## src/rtl/reg_load_arbiter.sv

```systemverilog
// Round-robin arbiter sharing one load-enabled register between NREQ requesters.
// Latency: ld/ack rise 1 cycle after req is sampled in IDLE; at most one write every 2 cycles.
// Backpressure: requesters hold req/wdata until ack; losers simply wait for their turn.
module reg_load_arbiter #(
    parameter int NREQ  = 4,
    parameter int WIDTH = 18
) (
    input  logic                  clk,
    input  logic                  rst,
    input  logic [NREQ-1:0]       req,
    input  logic [NREQ*WIDTH-1:0] wdata,
    output logic [NREQ-1:0]       ack,
    output logic                  ld,
    output logic [WIDTH-1:0]      data_in,
    output logic [1:0]            grant_id,
    output logic                  busy,
    output logic [15:0]           wr_count
);

    typedef enum logic {IDLE, LOAD} state_t;

    state_t            state, state_nxt;
    logic [1:0]        rr_ptr, rr_ptr_nxt;
    logic [1:0]        winner, idx;
    logic              found;
    logic [NREQ-1:0]   ack_nxt;
    logic              ld_nxt, busy_nxt;
    logic [WIDTH-1:0]  data_nxt;
    logic [1:0]        grant_nxt;
    logic [15:0]       count_nxt;

    // First requester at or after rr_ptr, wrapping modulo NREQ.
    always_comb begin
        winner = 2'd0;
        found  = 1'b0;
        idx    = 2'd0;
        for (int k = 0; k < NREQ; k++) begin
            idx = rr_ptr + 2'(k);
            if (!found && req[idx]) begin
                found  = 1'b1;
                winner = idx;
            end
        end
    end

    always_comb begin
        state_nxt  = state;
        ld_nxt     = 1'b0;
        ack_nxt    = '0;
        busy_nxt   = 1'b0;
        data_nxt   = data_in;
        grant_nxt  = grant_id;
        rr_ptr_nxt = rr_ptr;
        count_nxt  = wr_count;
        case (state)
            IDLE: begin
                if (found) begin
                    state_nxt = LOAD;
                    ld_nxt    = 1'b1;
                    busy_nxt  = 1'b1;
                    ack_nxt   = {{(NREQ-1){1'b0}}, 1'b1} << winner;
                    data_nxt  = wdata[int'(winner)*WIDTH +: WIDTH];
                    grant_nxt = winner;
                end
            end
            LOAD: begin
                state_nxt  = IDLE;
                rr_ptr_nxt = grant_id + 2'd1;
                count_nxt  = wr_count + 16'd1;
            end
            default: state_nxt = IDLE;
        endcase
    end

    // Every output is a flop; a write caught in LOAD by reset is simply dropped.
    always_ff @(posedge clk) begin
        if (!rst) begin
            state    <= IDLE;
            rr_ptr   <= 2'd0;
            ld       <= 1'b0;
            ack      <= '0;
            busy     <= 1'b0;
            data_in  <= '0;
            grant_id <= 2'd0;
            wr_count <= 16'd0;
        end else begin
            state    <= state_nxt;
            rr_ptr   <= rr_ptr_nxt;
            ld       <= ld_nxt;
            ack      <= ack_nxt;
            busy     <= busy_nxt;
            data_in  <= data_nxt;
            grant_id <= grant_nxt;
            wr_count <= count_nxt;
        end
    end

endmodule

```

## config.mk

```make
export PLATFORM = sky130hd
export DESIGN_NAME = reg_load_arbiter
export DESIGN_NICKNAME = d
export VERILOG_FILES = /design/src/rtl/reg_load_arbiter.sv
export SDC_FILE = /design/constraint.sdc
export NUM_CORES = 1
export LEC_CHECK = 0
export BUFFER_PORTS_ARGS = -buffer_cell sky130_fd_sc_hd__buf_2
export CAP_MARGIN = 10
export CORE_UTILIZATION = 35
export CTS_CLUSTER_DIAMETER = 30
export CTS_CLUSTER_SIZE = 12
export DETAILED_ROUTE_END_ITERATION = 10
export PLACE_DENSITY = 0.66
export REMOVE_ABC_BUFFERS = 1
export SYNTH_ARGS = -nofsm -noshare
export SYNTH_HDL_FRONTEND = slang
export SYNTH_SLANG_ARGS = --single-unit
```

## constraint.sdc

```tcl
create_clock -name clk -period 2.59 [get_ports clk]
set_input_delay 0.518 -clock clk [delete_from_list [all_inputs] [get_ports clk]]
set_output_delay 0.518 -clock clk [all_outputs]
set_load 0.01 [all_outputs]
```

# [Word level (Yosys, flattened, before mapping)]
# Cells that the tools add are included.
[classes] n_mul=1 n_mux=18 magnitude_cmp=4 n_reduce_logical=9 bitwise_logic=3 n_addsub=5 n_shift=2
[ops] operator="variable part select 72 x 8 -> 18 bit" count=1
[ops] operator="adder 16 x 1 -> 16 bit (second input constant)" count=1
[ops] operator="less-than comparator 2 x 3 -> 1 bit (second input constant)" count=4
[ops] operator="two-way mux 1 bit" count=9
[ops] operator="binary-select mux 1 bit (select 2 bit)" count=4
[ops] operator="two-way mux 2 bit" count=4
[ops] operator="multiplier 2 x 4 -> 6 bit (second input constant)" count=1
[ops] operator="adder 2 x 1 -> 2 bit (second input constant)" count=2
[ops] operator="adder 2 bit (second input constant)" count=2
[ops] operator="<< shifter 1 x 2 -> 4 bit (first input constant)" count=1
[ops] operator="logical AND 1 bit" count=3
[ops] operator="logical NOT 1 bit" count=3
[ops] operator="inverter 1 bit" count=3
[ops] operator="OR reduction 3 bit" count=1
[ops] operator="case mux 1 bit (2 select lines)" count=1
[ops] operator="AND reduction 2 bit" count=1
[ops] operator="OR reduction 2 bit" count=1
[word_totals] regBits=44 elab_cells=49 output_inout_bits=42 in_bits=78

# [Depth between registers and ports, before layout]
# Gate-level depths: netlist (run 1).
[depth] ltp_word=14 ltp_mapped=7 depth_no_buf=5

# [Worst setup path before layout (run 1)]
# No wires, ideal clock.
[synth_timing] path_kind="input -> register" startpoint="in req[1]" endpoint="reg data_in[10]" setup_slack_ns=0.888 stages=7 required_ns=2.452 t_arrival_ns=1.565 path_buffers=2 path_cell_list="nand2b_1 a21oi_1 o32a_1 buf_2 buf_2 mux2i_1 o221ai_1"
[synth_via] elab_chain_len=14
[synth_lines] item="start, declared" line_no="10" source="input logic [NREQ-1:0] req,"
[synth_lines] item="binary-select mux 1 bit (select 2 bit)" line_no="39" source="if (!found && req[idx]) begin"
[synth_lines] item="two-way mux 1 bit (implied by the code)" line_no="39"
[synth_lines] item="two-way mux 1 bit" line_no="39"
[synth_lines] item="logical NOT 1 bit" line_no="39"
[synth_lines] item="logical AND 1 bit" line_no="39"
[synth_lines] item="two-way mux 1 bit" line_no="39"
[synth_lines] item="logical NOT 1 bit" line_no="39"
[synth_lines] item="logical AND 1 bit" line_no="39"
[synth_lines] item="two-way mux 1 bit" line_no="39"
[synth_lines] item="logical NOT 1 bit" line_no="39"
[synth_lines] item="logical AND 1 bit" line_no="39"
[synth_lines] item="two-way mux 2 bit" line_no="39"
[synth_lines] item="multiplier 2 x 4 -> 6 bit" line_no="62" source="data_nxt = wdata[int'(winner)*WIDTH +: WIDTH];"
[synth_lines] item="variable part select 72 x 8 -> 18 bit" line_no="62"
[synth_lines] item="end signal, assigned" line_no="92" source="data_in <= data_nxt;"
[synth_lines] item="end, declared" line_no="14" source="output logic [WIDTH-1:0] data_in,"
# Parallel ways exist; a longest one is shown, timed or not. The select of a mux whose other input is x is not followed.
# A chain may end at the register's enable or synchronous reset.

# [Worst setup path in the final report (run 1)]
[layout_timing] startpoint="in req[1]" endpoint="reg data_in[14]"
# The elaborated chain is that of the path after synthesis.

==> results of run 1 <==
## cell families after synthesis
logic type / count (synthesis) / share of synthesized area [%]
and+or+nand+nor: 72 / 18.6
adders and majority gates: 1 / 0.578
muxes: 39 / 18.0
xor gates and xnor gates: 13 / 5.26
buffers and inverters: 20 / 5.44
AOI/OAI and AO/OA: 33 / 12.3
DFF: 43 / 39.8
## worst max-delay path by stage
stage	slack, ns	cells past startpoint	to	start
2_1_floorplan	-0.18	5	data_in[0]	req[1]
3_3_place_gp	0.55	7	data_in[16]	req[1]
3_5_place_dp	0.49	7	data_in[14]	req[1]
4_1_cts	0.78	5	wr_count[15]	busy
5_1_grt	0.64	5	wr_count[15]	busy
6_report	0.80	7	data_in[14]	req[1]
## cell usage after synthesis (4+ instances only)
master	instances	area share [%]
nor2b_1	4	1.2
nand2_1	25	4.3
mux2i_1	39	18
nand4_1	4	1.2
buf_2	6	1.4
nor2_1	5	0.87
clkbuf_1	5	0.87
dfxtp_1	43	40
and2_1	14	4.0
xor2_1	5	2.0
inv_1	5	0.87
o21ai_0	4	0.93
xnor2_1	8	3.2
o221ai_1	18	7.3
## power by group through the flow
stage               Sequential [mW]  Combinational (mW)  Clock (mW)
floorplan                     0.789               0.180           0
detailed placement            0.766               0.370           0
global placement              0.768               0.364           0
CTS                           0.753               0.370       0.445
finish                        0.753               0.365       0.429
global route                  0.762               0.400       0.475
## stage by stage
| stage | setup slack (ns) | instance area, sq um |
|---|---|---|
| floorplan | -0.180 | 2060 |
| global placement | 0.554 | 2810 |
| detailed placement | 0.485 | 2810 |
| CTS | 0.782 | 2900 |
| global route | 0.644 | 2900 |
| finish | 0.800 | 2900 |
## cell type report
type	instances	area, sq um
well taps	75	93.8
fillers	586	3060
clock inverters	1	5.00
multi-input cells	158	1190
flip-flops and latches	43	861
inverters	5	18.8
clock buffers	6	82.6
repair buffers	123	651
## registers in the layout, summed over array words and instances (netlist names)
signal and flops:
data_in 18, rr_ptr 2, grant_id 2, wr_count 16, ack 4, busy 1
## per-layer routing
| layer | share of wire (%) | global-route usage, % | routed length [um] | up-vias |
|---|---|---|---|---|
| li1 | - | - | - | 1017 |
| met1 | 44 | 20.7 | 2370 | 930 |
| met2 | 48 | 29.7 | 2570 | 84 |
| met3 | 7.5 | 4.89 | 405 | 2 |
| met4 | 0.45 | 5.36 | 24 | 0 |
| met5 | 0 | 0 | 0 | - |
## worst reg2reg max path: stages, from the launching register on
cell and delay [ns]:
dfxtp_1 0.65, and4_1 0.35, nand3_2 0.17, nor4_2 0.28, xor2_1 0.09, and2_1 0.15
==> flow_summary_export.csv, run 1 <==
group,metric,value,unit
grt,grt_pass1_wl,8640,um
clocking,clkSlewWorstSetupHoldPaths,0.08,ns
pwr,clockPowerShare,27.7,%
detailed_routing,wire_per_inst,13.1,um
logic_synthesis,synth.distinct_cells,38,
sta,finalSetupViolations,0,
floorplanning,core,5960,sq um
finish,post-route-util,48.7,%
sta,relSlewSlack,65.7,%
worst_setup_path,max_stage_delay,0.45,ns
worst_setup_path,r2r.worst_path.cells,5,
pwr,ir_worst_vdd,0.285,mV
detailed_routing,wl,5380,um
sta,period_minus_slack,1.79,ns
pwr,sequentialPowerShare,48.7,%
sta,tns,0,ns
pwr,pwr-share-comb,23.6,%
worst_setup_path,timing_worst_setup_path_type,"in -> reg",
logic_synthesis,ys_ff_latch,43,
clocking,clkLatencyLatePin,0.29,ns
pwr,p_per_area,534,nW/um^2
worst_setup_path,crit_fanout,18,
worst_setup_path,crit_path_start_kind,"input pin",
logic_synthesis,synth_edf_count,0,
worst_setup_path,reg2reg_to,"wr_count[15]",
finish,area_growth,34.0,%
logic_synthesis,ys_warn_count,0,
detailed_routing,vias_per_cell,4.95,
worst_hold_path,hold_class,"reg -> reg",
clocking,cts_root_buffer,"clkbuf_8",
logic_synthesis,synthCells,221,
logic_synthesis,syn_avg_cell_area,9.79,sq um
logic_synthesis,seq_area_frac_synth,39.8,%
sta,whs,0.468,ns
floorplanning,io_pins,120,
worst_setup_path,crit_chain,"buf_2 > nand2b_1 > a21oi_1 > o32a_2 > buf_12 > mux2i_1 > o221ai_1",
floorplanning,initial_core_util,36.3,%
placed_design,dp_cells,404,
pwr,power.total,1.55,mW
grt,grt_max_degree,22,
finish,num_antenna_cells,0,
clocking,cts_buffers,5,
logic_synthesis,synthesis.area,2160,sq um
grt,grt_pass1_vias,1901,
logic_synthesis,ys.flop_type,"dfxtp_1",
sta,fin_skew,0.00548,ns
worst_setup_path,critPathArrivalTime,1.95,ns
clocking,cts_max_level,2,
worst_setup_path,reg2reg_slack,0.81,ns
detailed_routing,drtPass1Iterations,4,
clocking,cts_tree,"built",
worst_hold_path,hold-path-endpoint,"data_in[6]",
worst_setup_path,critical_path_buf_inv_count,2,
pwr,p_sw_share,28.0,%
status,status,"completed",
pwr,power_leakage,1.40,nW
finish,layout_common_cells,"119 x buf_2, 43 x dfxtp_1, 39 x mux2i_1, 25 x nand2_1, 18 x o221ai_1",
clocking,cts_hold_buf,0,
detailed_routing,drtAntennaViolNets,0,
worst_setup_path,crit_path_end_kind,"register",
clocking,cts.sinks,43,
worst_setup_path,cp_slowest_cell,"o32a_2",
grt,grt_antenna_before_repair,0,
detailed_routing,vias,2033,
placed_design,portBuffers,119,
finish,final_common_cell,"buf_2",
logic_synthesis,async_reset_ff_share,0,%
finish,nNetsFinal,415,
sta,rsz0062_at_grt,"no",
finish,drive_gt1_share,41.7,%
finish,finalNonFillerCells,411,
worst_hold_path,hold_depth,2,
worst_hold_path,min_from,"data_in[6]",
grt,globalRoute.totalOverflow,0,
sta,fmax,559,MHz
floorplanning,rows,28,
detailed_routing,drc,0,
worst_setup_path,cp_top_family,"compound AO/OA/AOI/OAI gates",
sta,report.final.slew_viol_count,0,
job,maxCapViolations,0,
sta,worstMarginPinSlew,0.513,ns
sta,period_share,69.1,%
placed_design,dp_hpwl,4110,um
sta,final_hold_viol_count,0,
pwr,power.switching,0.434,mW
floorplanning,chipHeight,80.6,um
clocking,ctsResizeCount,0,
pwr,p_int,1.11,mW
floorplanning,dieArea,6500,sq um
floorplanning,dieWidth,80.6,um
worst_setup_path,cp.required,2.75,ns
worst_setup_path,rr_startpoint,"busy",
placed_design,place.gp.congestion,0.741,
clocking,postCtsSetupBuffers,0,
grt,grt_usage,17.3,%
detailed_routing,drt_iter0_drc,68,
clocking,cts.path.max_buffers,2,
No activity file was read; power rests on OpenSTA's default activity.
==> inputs of run 2 (changes only) <==
--- a/config.mk
+++ b/config.mk
@@ -11,7 +11,7 @@
 export CTS_CLUSTER_DIAMETER = 30
 export CTS_CLUSTER_SIZE = 12
 export DETAILED_ROUTE_END_ITERATION = 10
-export PLACE_DENSITY = 0.66
+export PLACE_DENSITY = 0.68
 export REMOVE_ABC_BUFFERS = 1
 export SYNTH_ARGS = -nofsm -noshare
 export SYNTH_HDL_FRONTEND = slang
==> constraint.sdc (replaced) <==
create_clock -name clk -period 1.45 [get_ports clk]
set_input_delay 0.29 -clock clk [delete_from_list [all_inputs] [get_ports clk]]
set_output_delay 0.29 -clock clk [all_outputs]
set_load 0.01 [all_outputs]
==> flow_summary_export.csv, run 2 (synthesis results as in run 1) <==
group,metric,value,unit
status,status,"finished with violations",
status,violations,"negative setup slack",
floorplanning,dieWidth,80.6,um
finish,final_common_cell,"buf_2",
sta,setup_ws,-0.0707,ns
grt,grt_max_degree,22,
placed_design,dp_cells,422,
sta,fmax,658,MHz
worst_setup_path,reg2reg_to,"data_in[13]",
sta,period_minus_slack,1.52,ns
detailed_routing,wire_per_inst,14.5,um
finish,register_area,873,sq um
placed_design,dp_hpwl,4300,um
finish,finalNonFillerCells,437,
finish,regMostFlops,"data_in",
worst_hold_path,hold-path-endpoint,"data_in[2]",
sta,tns,-0.550,ns
sta,worstMarginPinSlew,0.383,ns
job,maxCapViolations,0,
clocking,clkLatencyLatePin,0.30,ns
worst_setup_path,worstSetupStartpoint,"rr_ptr[1]",
pwr,p_per_area,934,nW/um^2
grt,grt_usage,19.9,%
placed_design,place.gp.congestion,0.741,
clocking,cts_buffers,5,
worst_setup_path,timing_worst_setup_path_type,"reg -> reg",
finish,area_growth,52.3,%
worst_hold_path,hold_depth,3,
sta,rsz0062_at_grt,"yes",
placed_design,portBuffers,119,
pwr,ir_worst_vdd,0.420,mV
sta,relSlewSlack,74.4,%
finish,num_antenna_cells,0,
clocking,clkSlewWorstSetupHoldPaths,0.08,ns
sta,fin_skew,0.00894,ns
clocking,cts.path.max_buffers,2,
finish,layout_common_cells,"119 x buf_2, 35 x dfxtp_1, 31 x mux2i_1, 25 x nand2_1, 22 x buf_4",
finish,post-route-util,55.3,%
pwr,p_sw_share,27.9,%
detailed_routing,drtAntennaViolNets,0,
sta,final_hold_viol_count,0,
clocking,cts_tree,"built",
worst_setup_path,r2r.worst_path.cells,5,
detailed_routing,drtPass1Iterations,4,
finish,biggestRegsByFlops,"data_in: 18 flops, wr_count: 16 flops, ack: 4 flops",
floorplanning,core,5960,sq um
worst_setup_path,reg2reg_slack,-0.07,ns
grt,globalRoute.totalOverflow,0,
placed_design,place_ws,-0.248,ns
worst_hold_path,hold_class,"in -> reg",
grt,grt_pass1_vias,2084,
finish,largest_register_ff_count,18,
clocking,cts.sinks,43,
sta,report.final.slew_viol_count,0,
finish,nNetsFinal,441,
pwr,power.total,3.08,mW
detailed_routing,vias,2192,
floorplanning,dieArea,6500,sq um
worst_hold_path,min_from,"wdata[2]",
detailed_routing,wl,6340,um
pwr,pwr-share-comb,26.8,%
floorplanning,chipHeight,80.6,um
floorplanning,io_pins,120,
worst_setup_path,critPathArrivalTime,1.73,ns
pwr,power.switching,0.857,mW
worst_setup_path,cp.required,1.66,ns
clocking,cts_root_buffer,"clkbuf_8",
clocking,cts_max_level,2,
sta,period_share,105,%
pwr,clockPowerShare,29.6,%
sta,finalSetupViolations,18,
pwr,p_int,2.22,mW
detailed_routing,vias_per_cell,5.02,
floorplanning,rows,28,
worst_setup_path,rr_startpoint,"rr_ptr[1]",
detailed_routing,drt_iter0_drc,59,
worst_setup_path,crit_path_end_kind,"register",
worst_setup_path,crit_fanout,15,
finish,multi_input_area,1350,sq um
worst_setup_path,crit_path_start_kind,"register",
finish,drive_gt1_share,53.9,%
floorplanning,initial_core_util,36.3,%
grt,grt_pass1_wl,9630,um
grt,grt_antenna_before_repair,0,
finish,fill_cells,556,
pwr,power_leakage,1.57,nW
pwr,sequentialPowerShare,43.6,%
detailed_routing,drc,0,
run 2: worst max-delay path, cell delays in order (launching register included):
cell and delay (ns):
dfxtp_2 0.37, a21oi_2 0.07, o32a_4 0.44, buf_12 0.18, mux2i_4 0.19, o221ai_1 0.18
run 2: layer usage:
| layer | share of wire [%] | wire [um] | global-route usage, % | up-vias |
|---|---|---|---|---|
| li1 | - | - | - | 1079 |
| met1 | 41 | 2580 | 21.3 | 1016 |
| met2 | 51 | 3230 | 36.6 | 90 |
| met3 | 7.1 | 452 | 6.36 | 7 |
| met4 | 1.2 | 75 | 5.89 | 0 |
| met5 | 0 | 0 | 0 | - |
run 2: layout make-up:
| cell class | count | share of cell area [%] |
|---|---|---|
| well taps | 75 | 2.85 |
| inverters | 5 | 0.569 |
| clock inverters | 1 | 0.911 |
| multi-input cells | 161 | 41.0 |
| repair buffers | 146 | 25.9 |
| clock buffers | 6 | 2.20 |
| flip-flops and latches | 43 | 26.5 |
run 2: through the flow:
stage,hold slack [ns],instance area (sq um)
5_1_grt,0.298,3300
2_1_floorplan,0.408,2060
6_report,0.298,3300
4_1_cts,0.295,3190
3_3_place_gp,0.440,2950
3_5_place_dp,0.445,2950
run 2: how the worst max path moves through the flow:
stage | end | depth (start not counted)
after floorplan | data_in[0] | 5
after global placement | data_in[13] | 7
after detailed placement | data_in[13] | 7
after CTS | data_in[10] | 5
after global routing | data_in[1] | 5
final | data_in[13] | 5
run 2: power by group through the flow:
stage	clock network, mW	registers (mW)	logic [mW]
2_1_floorplan	0	1.41	0.322
3_3_place_gp	0	1.36	0.677
3_5_place_dp	0	1.36	0.696
4_1_cts	0.928	1.34	0.780
5_1_grt	0.971	1.35	0.894
6_report	0.910	1.34	0.825
run 2: repair_timing:
action,4_1_cts,5_1_grt
endpoints found under the setup margin,24,26
hold buffers,0,0
setup buffers,2,2
resized for setup,23,21
cloned,3,1
pin swaps,6,5
